[src/rtl/lru_ctrl.sv]
// 1-bit LRU controller for a 2-way set-associative cache.
// Clears the LRU table after reset, then serves one lookup/update per 4 cycles.
module lru_ctrl #(
    parameter int INDEX_AW = 8,
    parameter int DEPTH    = 256
) (
    input  logic                clk,
    input  logic                rst,
    input  logic                req_valid_i,
    output logic                req_ready_o,
    input  logic [INDEX_AW-1:0] req_index_i,
    input  logic                req_hit_i,
    input  logic                req_hit_way_i,
    output logic                resp_valid_o,
    output logic                resp_way_o,
    output logic                init_done_o,
    output logic [INDEX_AW-1:0] lru_index_o,
    output logic                lru_wr_en_o,
    output logic                lru_wr_lru_o,
    input  logic                lru_rd_i
);

    typedef enum logic [2:0] {
        S_INIT,
        S_IDLE,
        S_READ,
        S_RESOLVE,
        S_WRITE
    } state_t;

    state_t r_state;
    state_t w_next;

    logic [INDEX_AW-1:0] r_cnt;
    logic [INDEX_AW-1:0] r_index;
    logic                r_hit;
    logic                r_hit_way;
    logic                r_way;
    logic                r_new_bit;
    logic                r_init_done;

    logic w_cnt_last;
    logic w_accept;
    logic w_way;

    assign w_cnt_last  = (r_cnt == INDEX_AW'(DEPTH - 1));
    assign w_accept    = req_valid_i && (r_state == S_IDLE);
    assign w_way       = r_hit ? r_hit_way : lru_rd_i;
    assign init_done_o = r_init_done;

    // State register; reset always restarts the clear sweep.
    always_ff @(posedge clk) begin
        if (rst) begin
            r_state <= S_INIT;
        end else begin
            r_state <= w_next;
        end
    end

    // Next state and all outputs, decoded from registered state and data.
    always_comb begin
        w_next       = r_state;
        req_ready_o  = 1'b0;
        resp_valid_o = 1'b0;
        resp_way_o   = 1'b0;
        lru_index_o  = r_index;
        lru_wr_en_o  = 1'b0;
        lru_wr_lru_o = 1'b0;
        unique case (r_state)
            S_INIT: begin
                lru_index_o = r_cnt;
                lru_wr_en_o = 1'b1;
                if (w_cnt_last) begin
                    w_next = S_IDLE;
                end
            end
            S_IDLE: begin
                req_ready_o = 1'b1;
                if (req_valid_i) begin
                    w_next = S_READ;
                end
            end
            S_READ: begin
                w_next = S_RESOLVE;
            end
            S_RESOLVE: begin
                w_next = S_WRITE;
            end
            S_WRITE: begin
                lru_wr_en_o  = 1'b1;
                lru_wr_lru_o = r_new_bit;
                resp_valid_o = 1'b1;
                resp_way_o   = r_way;
                w_next       = S_IDLE;
            end
            default: begin
                w_next = S_INIT;
            end
        endcase
    end

    // Clear-sweep counter; holds at the last entry so it never overruns.
    always_ff @(posedge clk) begin
        if (rst) begin
            r_cnt <= '0;
        end else if (r_state == S_INIT && !w_cnt_last) begin
            r_cnt <= r_cnt + 1'b1;
        end
    end

    // Sweep-complete flag, sticky until the next reset.
    always_ff @(posedge clk) begin
        if (rst) begin
            r_init_done <= 1'b0;
        end else if (r_state == S_INIT && w_cnt_last) begin
            r_init_done <= 1'b1;
        end
    end

    // Request capture; inputs are ignored while a request is in flight.
    always_ff @(posedge clk) begin
        if (rst) begin
            r_index   <= '0;
            r_hit     <= 1'b0;
            r_hit_way <= 1'b0;
        end else if (w_accept) begin
            r_index   <= req_index_i;
            r_hit     <= req_hit_i;
            r_hit_way <= req_hit_way_i;
        end
    end

    // Resolve accessed way; the other way becomes least recently used.
    always_ff @(posedge clk) begin
        if (rst) begin
            r_way     <= 1'b0;
            r_new_bit <= 1'b0;
        end else if (r_state == S_RESOLVE) begin
            r_way     <= w_way;
            r_new_bit <= ~w_way;
        end
    end

endmodule

[config.mk]
export PLATFORM = sky130hd
export DESIGN_NAME = lru_ctrl
export DESIGN_NICKNAME = d
export VERILOG_FILES = /design/src/rtl/lru_ctrl.sv
export SDC_FILE = /design/constraint.sdc
export NUM_CORES = 1
export LEC_CHECK = 0
export CELL_PAD_IN_SITES_DETAIL_PLACEMENT = 2
export CELL_PAD_IN_SITES_GLOBAL_PLACEMENT = 2
export CORE_UTILIZATION = 27
export DETAILED_ROUTE_END_ITERATION = 12
export PLACE_DENSITY_LB_ADDON = 0.1
export SETUP_SLACK_MARGIN = 0.5
export SLEW_MARGIN = 10
export SYNTH_ARGS = -nofsm -noshare
export SYNTH_HDL_FRONTEND = slang
export SYNTH_SLANG_ARGS = --single-unit
[constraint.sdc]
create_clock -name clk -period 2.1 [get_ports clk]
set_input_delay 0.21 -clock clk [delete_from_list [all_inputs] [get_ports clk]]
set_output_delay 0.21 -clock clk [all_outputs]
set_load 0.02 [all_outputs]
Word level (Yosys, flattened, before mapping)
Index checks and enable logic that the tools add are counted. Widths: inputs -> output; s select.

Flip-flop bits (word level): 24. Bits in latches: 0. Bits in writable memories: 0. Bits in read-only memories: 0. Input port bits: 14. Output and inout bits: 14. Logic and storage cells: 34. Memories kept: 0.

$add $sub $neg: 1. Multipliers: 0. Divide/modulo/power cells: 0. $lt $le $gt $ge: 0. Equal/unequal tests: 7. Shift-type cells: 0. Mux-type cells: 10. Bitwise gates (word level): 1. Reduce and logical (&&, ||, !) cells: 7.

Operators with widths (count): $pmux 3 s5 (1); $add 8x1->8 const B (1); $eq 8x8->1 const B (1); $mux 8 (1); $eq 3x2->1 const B (2); $mux 1 (6); $mux 3 (2); $ne 2x2->1 const B (2); $eq 3x1->1 const B (1); $eq 3x3->1 const B (1); $logic_and 1x1->1 (3); $logic_not 3->1 (1); $reduce_and 2->1 (1); $reduce_or 2->1 (1); $logic_not 1->1 (1); $not 1->1 (1).

Depth between registers and ports, before layout
Gate-level depths: netlist of run 1.

Depth after elaboration: 3. Gate-level depth with buffers: 5. Mapped depth without buffers: 4.

Worst setup path after synthesis of run 1
OpenSTA, ideal clock, no wires.

Path kind: flip-flop to output port. Start: register r_state[2]. End: output port lru_index_o[3]. Arrival: 1.458 ns. Path slack: 0.432 ns. Cell stages (with the launch flop): 5. Path through: dfxtp_1 > or3_1 > clkbuf_2 > clkbuf_1 > o21ai_0.

Word-level cells in the longest chain between the ends: 2.

RTL lines: start, declared (line 31) `state_t r_state;`; start signal, assigned (line 56) `r_state <= w_next;`; $logic_not 3->1 (line 69) `unique case (r_state)`; $mux 8 (line 69); end, declared (line 17) `output logic [INDEX_AW-1:0] lru_index_o,`.

No other way between the ends.

Final worst setup path of run 1
Start: register r_state[0]. End: output port lru_index_o[1].

The elaborated chain is that of the path after synthesis.

==> results.md, run 1 <==
* Post-Synthesis Cells at 149
* Sequential cell fraction of total power at 0.479
* Initial antenna violation count at 0
* Clock Power Share at 0.429
* # diodes at 0
* Post-Layout Cell Count at 235
* Slew @ Worst Pin at 0.5477 ns
* Sw Ratio at 0.2197
* Syn Std Cell Area at 1154 µm²
* Critical path capture point type: output pin
* Post-synth cell types at 35
* CP Launch Type: flop
* Register bit count reported by yosys at 24
* Yosys top cell by area: dfxtp_1
* Routability cong. at 0.7762
* Req. time, crit path at 1.89 ns
* Top sig layer: met4
* Pwr dens at 548.9 nW/µm²
* TritonRoute pass-1 iters at 4
* Die ar. at 4538 µm²
* Die X at 67.37 µm
* Root buffer cell: clkbuf_8
* Final ANT Viol Nets at 0
* # rows at 23
* Worst Hold Class: reg -> reg
* Syn Nets at 164
* Core area at 4058 µm²
* Area Growth Syn to Fin at 55.31%
* Ys Warns at 0
* Run status: completed
* Io pins at 28
* Final HPWL DP at 2639 µm
* Post-Synth Simple-Gate Area at 0.3102
* Worst skew pair latency at 0.28 ns
* WL met3 at 120 µm
* Synth top area cells: dfxtp_1, nand2_1, a21oi_1
* Crit path kind: reg -> out
* CTS tree: built
* Final min period at 1.691 ns
* Finish-stage setup viols at 0
* Gr usage total at 0.1774
* Routed WL per cell at 17.44 µm
* Fraction of layout cells with a size suffix above 1 at 0.3243
* Logic pwr share at 0.092
* CTS buffer count at 3
* Part of the cycle the worst path needs at 0.8052
* Post-synth top cells: nand2_1, dfxtp_1, a21oi_1
* CP arrival at 1.48 ns
* Top-count cell post-synth: nand2_1
* VDD IR max at 283.0 µV
* Max frequency at 591.4 MHz
* Final net count at 201
* TNS Setup at 0 ns
* IO Port Bufs at 27
* Fillers at 439
* Vias in the first global route at 1,191
* Psw at 0.2161 mW
* Max Transition Viols Final at 0
* Drt drc at 0
* Die height at 67.37 µm
* Clock Skew at 0.008243 ns
* Met2 WL at 2145 µm
* Post-synthesis adder-cell area fraction at 0.01085
* Ys async rst share at 0
* Clk buf depth at 2
* H-tree Lvls at 1
* CTS sink cnt at 24
* Post-Synth XOR/XNOR Area at 0
* DP Cell Count at 223
* Clock slew at reported path FFs at 0.10 ns
* EDFF count, synth at 0
* Fin. Hold Viols at 0
* First-pass GRT wire length at 5789 µm
* Starting density of the core at 0.2843
* # Max-Cap Violations at 0
* WHS at 0.4637 ns
* Largest net degree at the start of global routing at 15
* Vias at 1,180
* Synth Area in Compound Gates at 0.1800
* Vias per inst at 5.021
* Total congestion overflow at 0
* Internal power at 0.7674 mW
* Post-Route WL at 4098 µm
* Mux cell area share after synthesis at 0.02711
* Slew margin rel. at 0.6337
* Ys flop type: dfxtp_1
* Largest family of logic cells by synthesized area: simple AND/OR/NAND/NOR gates
* Mean Syn Cell Area at 7.742 µm²
* Fraction of post-synthesis cell area in the top cell type by area at 0.4165
* Leak at 0.6917 nW
* Sequential element share of the synthesized area at 0.4165
* Final Power at 0.9835 mW
* Worst-path maximum fanout at 7
* Starting DRT DRC Count at 18
* RSZ-0062 raised after global routing: true
* Metal-1 WL at 1795 µm
-- metrics by stage --
step / util / setup slack, ns / instance area [µm²]
5_1_grt: 0.4416 / 0.3712 / 1792
3_3_place_gp: 0.3710 / 0.2006 / 1505
2_1_floorplan: - / 0.4318 / 1154
6_report: 0.4416 / 0.4090 / 1792
3_5_place_dp: 0.3710 / 0.1661 / 1505
4_1_cts: 0.3969 / 0.2890 / 1610
-- critical path, cell delays in order (launching register included) --
cell	delay, ns
dfxtp_2	0.34
or3_4	0.43
buf_8	0.16
nand2_2	0.07
nand2_2	0.05
buf_6	0.13
-- power by group through the flow --
stage / sequential [mW] / clock, mW / combinational [mW]
floorplan: 0.476 / 0 / 0.0346
global placement: 0.479 / 0 / 0.0797
detailed placement: 0.479 / 0 / 0.0818
CTS: 0.469 / 0.430 / 0.0780
global route: 0.473 / 0.447 / 0.0994
finish: 0.471 / 0.422 / 0.0909
-- flip-flops by register name, summed over array words and instances (netlist names) --
signal	count
init_done_o	1
r_cnt	8
r_hit	1
r_hit_way	1
r_index	8
r_new_bit	1
r_state	3
r_way	1
-- worst paths after layout --
| check | start | slack, ns | depth (start not counted) | endpoint |
|---|---|---|---|---|
| worst max-delay path | r_state[0] | 0.41 | 5 | lru_index_o[1] |
| worst min-delay path | r_hit_way | 0.46 | 2 | r_hit_way |
| worst max register to register | r_state[0] | 0.42 | 5 | r_cnt[0] |
| worst min register to register | r_hit_way | 0.46 | 2 | r_hit_way |
-- timing repair --
action | CTS | global route
buffers inserted | 4 | 4
gates resized for setup | 49 | 57
setup endpoints to repair | 19 | 20
hold buffers | 0 | 0
pin swaps | 2 | 9
-- routing by layer --
| layer | GRT usage | vias up |
|---|---|---|
| li1 | - | 583 |
| met5 | 0 | - |
| met1 | 0.2161 | 574 |
| met2 | 0.3075 | 18 |
| met4 | 0.04787 | 0 |
| met3 | 0.04392 | 5 |
-- cells by family (layout without fill, tap and decap cells) --
logic type	Yosys count	count (layout)
and+or+nand+nor	73	73
AOI/OAI and AO/OA	32	32
DFF	24	24
buffers and inverters	16	52
muxes	3	3
adders and majority gates	1	1
-- final cells by class --
cell class	instances	area [µm²]	area share
Tap cell	50	62.56	0.03492
Timing Repair Buffer	44	412.9	0.2304
Clock inverter	1	30.03	0.01676
Multi-Input combinational cell	109	744.5	0.4155
Clock buffer	3	41.29	0.02304
Sequential cell	24	485.5	0.2709
Inverter	4	15.01	0.008380
-- cells in the final DEF, fill, tap and decap left out, drive strengths merged --
cell type and instances:
a2111oi 1, a211o 1, a211oi 3, a21o 1, a21oi 16, a311oi 2, a31oi 1, a41oi 1
and2 1, and3 3, and4 2, buf 27, bufinv 1, clkbuf 5, clkdlybuf4s50 14, dfxtp 24
dlygate4sd2 1, ha 1, inv 4, mux2 1, mux2i 2, nand2 38, nand2b 2, nand3 3
nand3b 1, nand4bb 1, nor2 6, nor2b 5, nor3 5, nor3b 3, nor4b 1, nor4bb 1
o2111a 1, o21ai 4, o41a 1, or3 1
Power figures use the tool's default switching activity.
==> run 2, diff against run 1 <==
CORE_UTILIZATION = 24   (was 27)
clock period = 1.4 ns   (was 2.1 ns; I/O delays follow)
==> run 2 against run 1 <==
  * The flow now finishes with violations (negative setup slack)
  * Register-to-register slack worse by 0.65 ns
  * Worst hold slack got worse by 0.025 ns
  * Clock power increased by 3%
  * Critical path type is now reg -> reg
  * Critical endpoint is now r_cnt[7]
==> results.md, run 2 (synthesis results as in run 1) <==
* CP arrival at 1.82 ns
* WHS at 0.4389 ns
* Initial antenna violation count at 0
* Crit path launch: r_state[1]
* Logic pwr share at 0.129
* Hold Buf Count CTS at 0
* Clock Skew at 0.001558 ns
* First-pass GRT wire length at 8142 µm
* Pre-CTS setup slack at -0.5376 ns
* Root buffer cell: clkbuf_8
* Die X at 71.33 µm
* Slew @ Worst Pin at 0.3461 ns
* CTS buffer count at 3
* Pwr dens at 566.4 nW/µm²
* Reg-to-reg slack, setup at -0.23 ns
* Crit-path slowest cell: or3_4
* CP Launch Type: flop
* Final HPWL DP at 3263 µm
* Worst skew pair latency at 0.27 ns
* Post-Route WL at 4940 µm
* Worst r2r src: r_state[1]
* Most frequent CP cell: buf_6
* H-tree Lvls at 1
* Vias per inst at 5.015
* Clk buf depth at 2
* # rows at 24
* Failing checks: negative setup slack
* Die ar. at 5088 µm²
* Core area at 4474 µm²
* Final min period at 1.631 ns
* TritonRoute pass-1 iters at 4
* Psw at 0.3201 mW
* Final Power at 1.309 mW
* Slew margin rel. at 0.7693
* Largest registers: r_cnt (8), r_index (8), r_state (3)
* Sequential cell fraction of total power at 0.540
* Max Transition Viols Final at 0
* Worst-path maximum fanout at 7
* Critical path capture point type: flop
* Vias in the first global route at 1,540
* Finish-stage setup viols at 33
* Part of the cycle the worst path needs at 1.165
* Max frequency at 613.0 MHz
* Run status: finished with violations
* Fraction of layout cells with a size suffix above 1 at 0.5991
* Reg-to-Reg End: r_cnt[7]
* Critical path endpoint: r_cnt[7]
* CTS sink cnt at 24
* Final net count at 228
* Leak at 0.9701 nW
* Req. time, crit path at 1.59 ns
* # Max-Cap Violations at 0
* Drt drc at 0
* Routed WL per cell at 18.71 µm
* Clock slew at reported path FFs at 0.09 ns
* Sw Ratio at 0.2446
* Largest net degree at the start of global routing at 14
* CTS tree: built
* Reg2Reg Depth at 5
* Fin worst setup slack at -0.2312 ns
* Vias at 1,324
* Io pins at 28
* Fin. Hold Viols at 0
* IO Port Bufs at 27
* Worst Hold Class: in -> reg
* Critical Path, Cell by Cell: or3_4 -> buf_6 -> buf_6 -> o41a_1 -> a211oi_2
* Area Growth Syn to Fin at 100.3%
* Starting density of the core at 0.2578
* Starting DRT DRC Count at 28
* RSZ-0062 raised after global routing: true
* Total congestion overflow at 0
* Commonest non-fill, non-tap cell in the layout: buf_6
* Post-layout util at 0.5165
* Routability cong. at 0.7965
* VDD IR max at 379.2 µV
* Commonest cells after routing, fill and taps aside: buf_6, buf_4, dfxtp_1
* # diodes at 0
* Crit path kind: reg -> reg
* Gr usage total at 0.2107
* Internal power at 0.9889 mW
* Clock Power Share at 0.331
* Die height at 71.33 µm
* Final ANT Viol Nets at 0
* CP peak stage delay at 0.44 ns
## run 2: changes by cell type in the layout (fill, tap and decap cells not counted), moves of 4 or more
cell     before  now
buf_4        11   22
a21oi_2       0   12
a21oi_1      15    3
buf_6         9   34
nand2_4       1   15
nand2_1      27   14
buf_2         4    0
## run 2: how the worst min path moves through the flow
stage | from | to | slack, ns | cells after the start
finish | req_index_i[6] | r_index[6] | 0.44 | 3
global route | req_index_i[0] | r_index[0] | 0.45 | 3
CTS | req_hit_i | r_hit | 0.42 | 3
detailed placement | r_index[7] | r_index[7] | 0.46 | 2
global placement | r_new_bit | r_new_bit | 0.45 | 2
floorplan | req_hit_way_i | r_hit_way | 0.28 | 2
## run 2: stage by stage
stage	std cells	area, µm²	TNS [ns]
2_1_floorplan	149	1429	-0.003922
3_3_place_gp	242	1838	-6.671
3_5_place_dp	242	1838	-7.524
4_1_cts	261	2176	-3.487
5_1_grt	264	2311	-5.819
6_report	264	2311	-3.471
## run 2: per-layer routing
layer / track usage / vias to the layer above / share of wire
li1: - / 642 / -
met4: 0.03556 / 0 / 0.0047
met2: 0.4169 / 20 / 0.59
met5: 0 / - / 0
met1: 0.2365 / 660 / 0.39
met3: 0.03516 / 2 / 0.020
## run 2: area by class of cell
| type | count | area [µm²] |
|---|---|---|
| multi-input cells | 109 | 985.9 |
| fillers | 462 | 2163 |
| flip-flops and latches | 24 | 491.7 |
| repair buffers | 71 | 708.2 |
| well taps | 52 | 65.06 |
| clock buffers | 4 | 45.04 |
| inverters | 4 | 15.01 |
## run 2: power groups by stage
stage	combinational [mW]	clock [mW]	sequential, mW
2_1_floorplan	0.0673	0	0.719
3_3_place_gp	0.146	0	0.722
3_5_place_dp	0.153	0	0.722
4_1_cts	0.163	0.454	0.707
5_1_grt	0.181	0.472	0.710
6_report	0.169	0.434	0.706
## run 2: what timing repair did
item,in CTS,in global routing
pin swaps,24,20
gates resized for setup,130,27
setup buffers,14,3
setup endpoints to repair,38,38
cloned,1,0
## run 2: worst max-delay path, delay by kind of cell, from the launching register on
kind | cells | cell delay [ns]
AOI/OAI and AO/OA | 2 | 0.50
buffers and inverters | 2 | 0.29
DFF | 1 | 0.33
and+or+nand+nor | 1 | 0.44
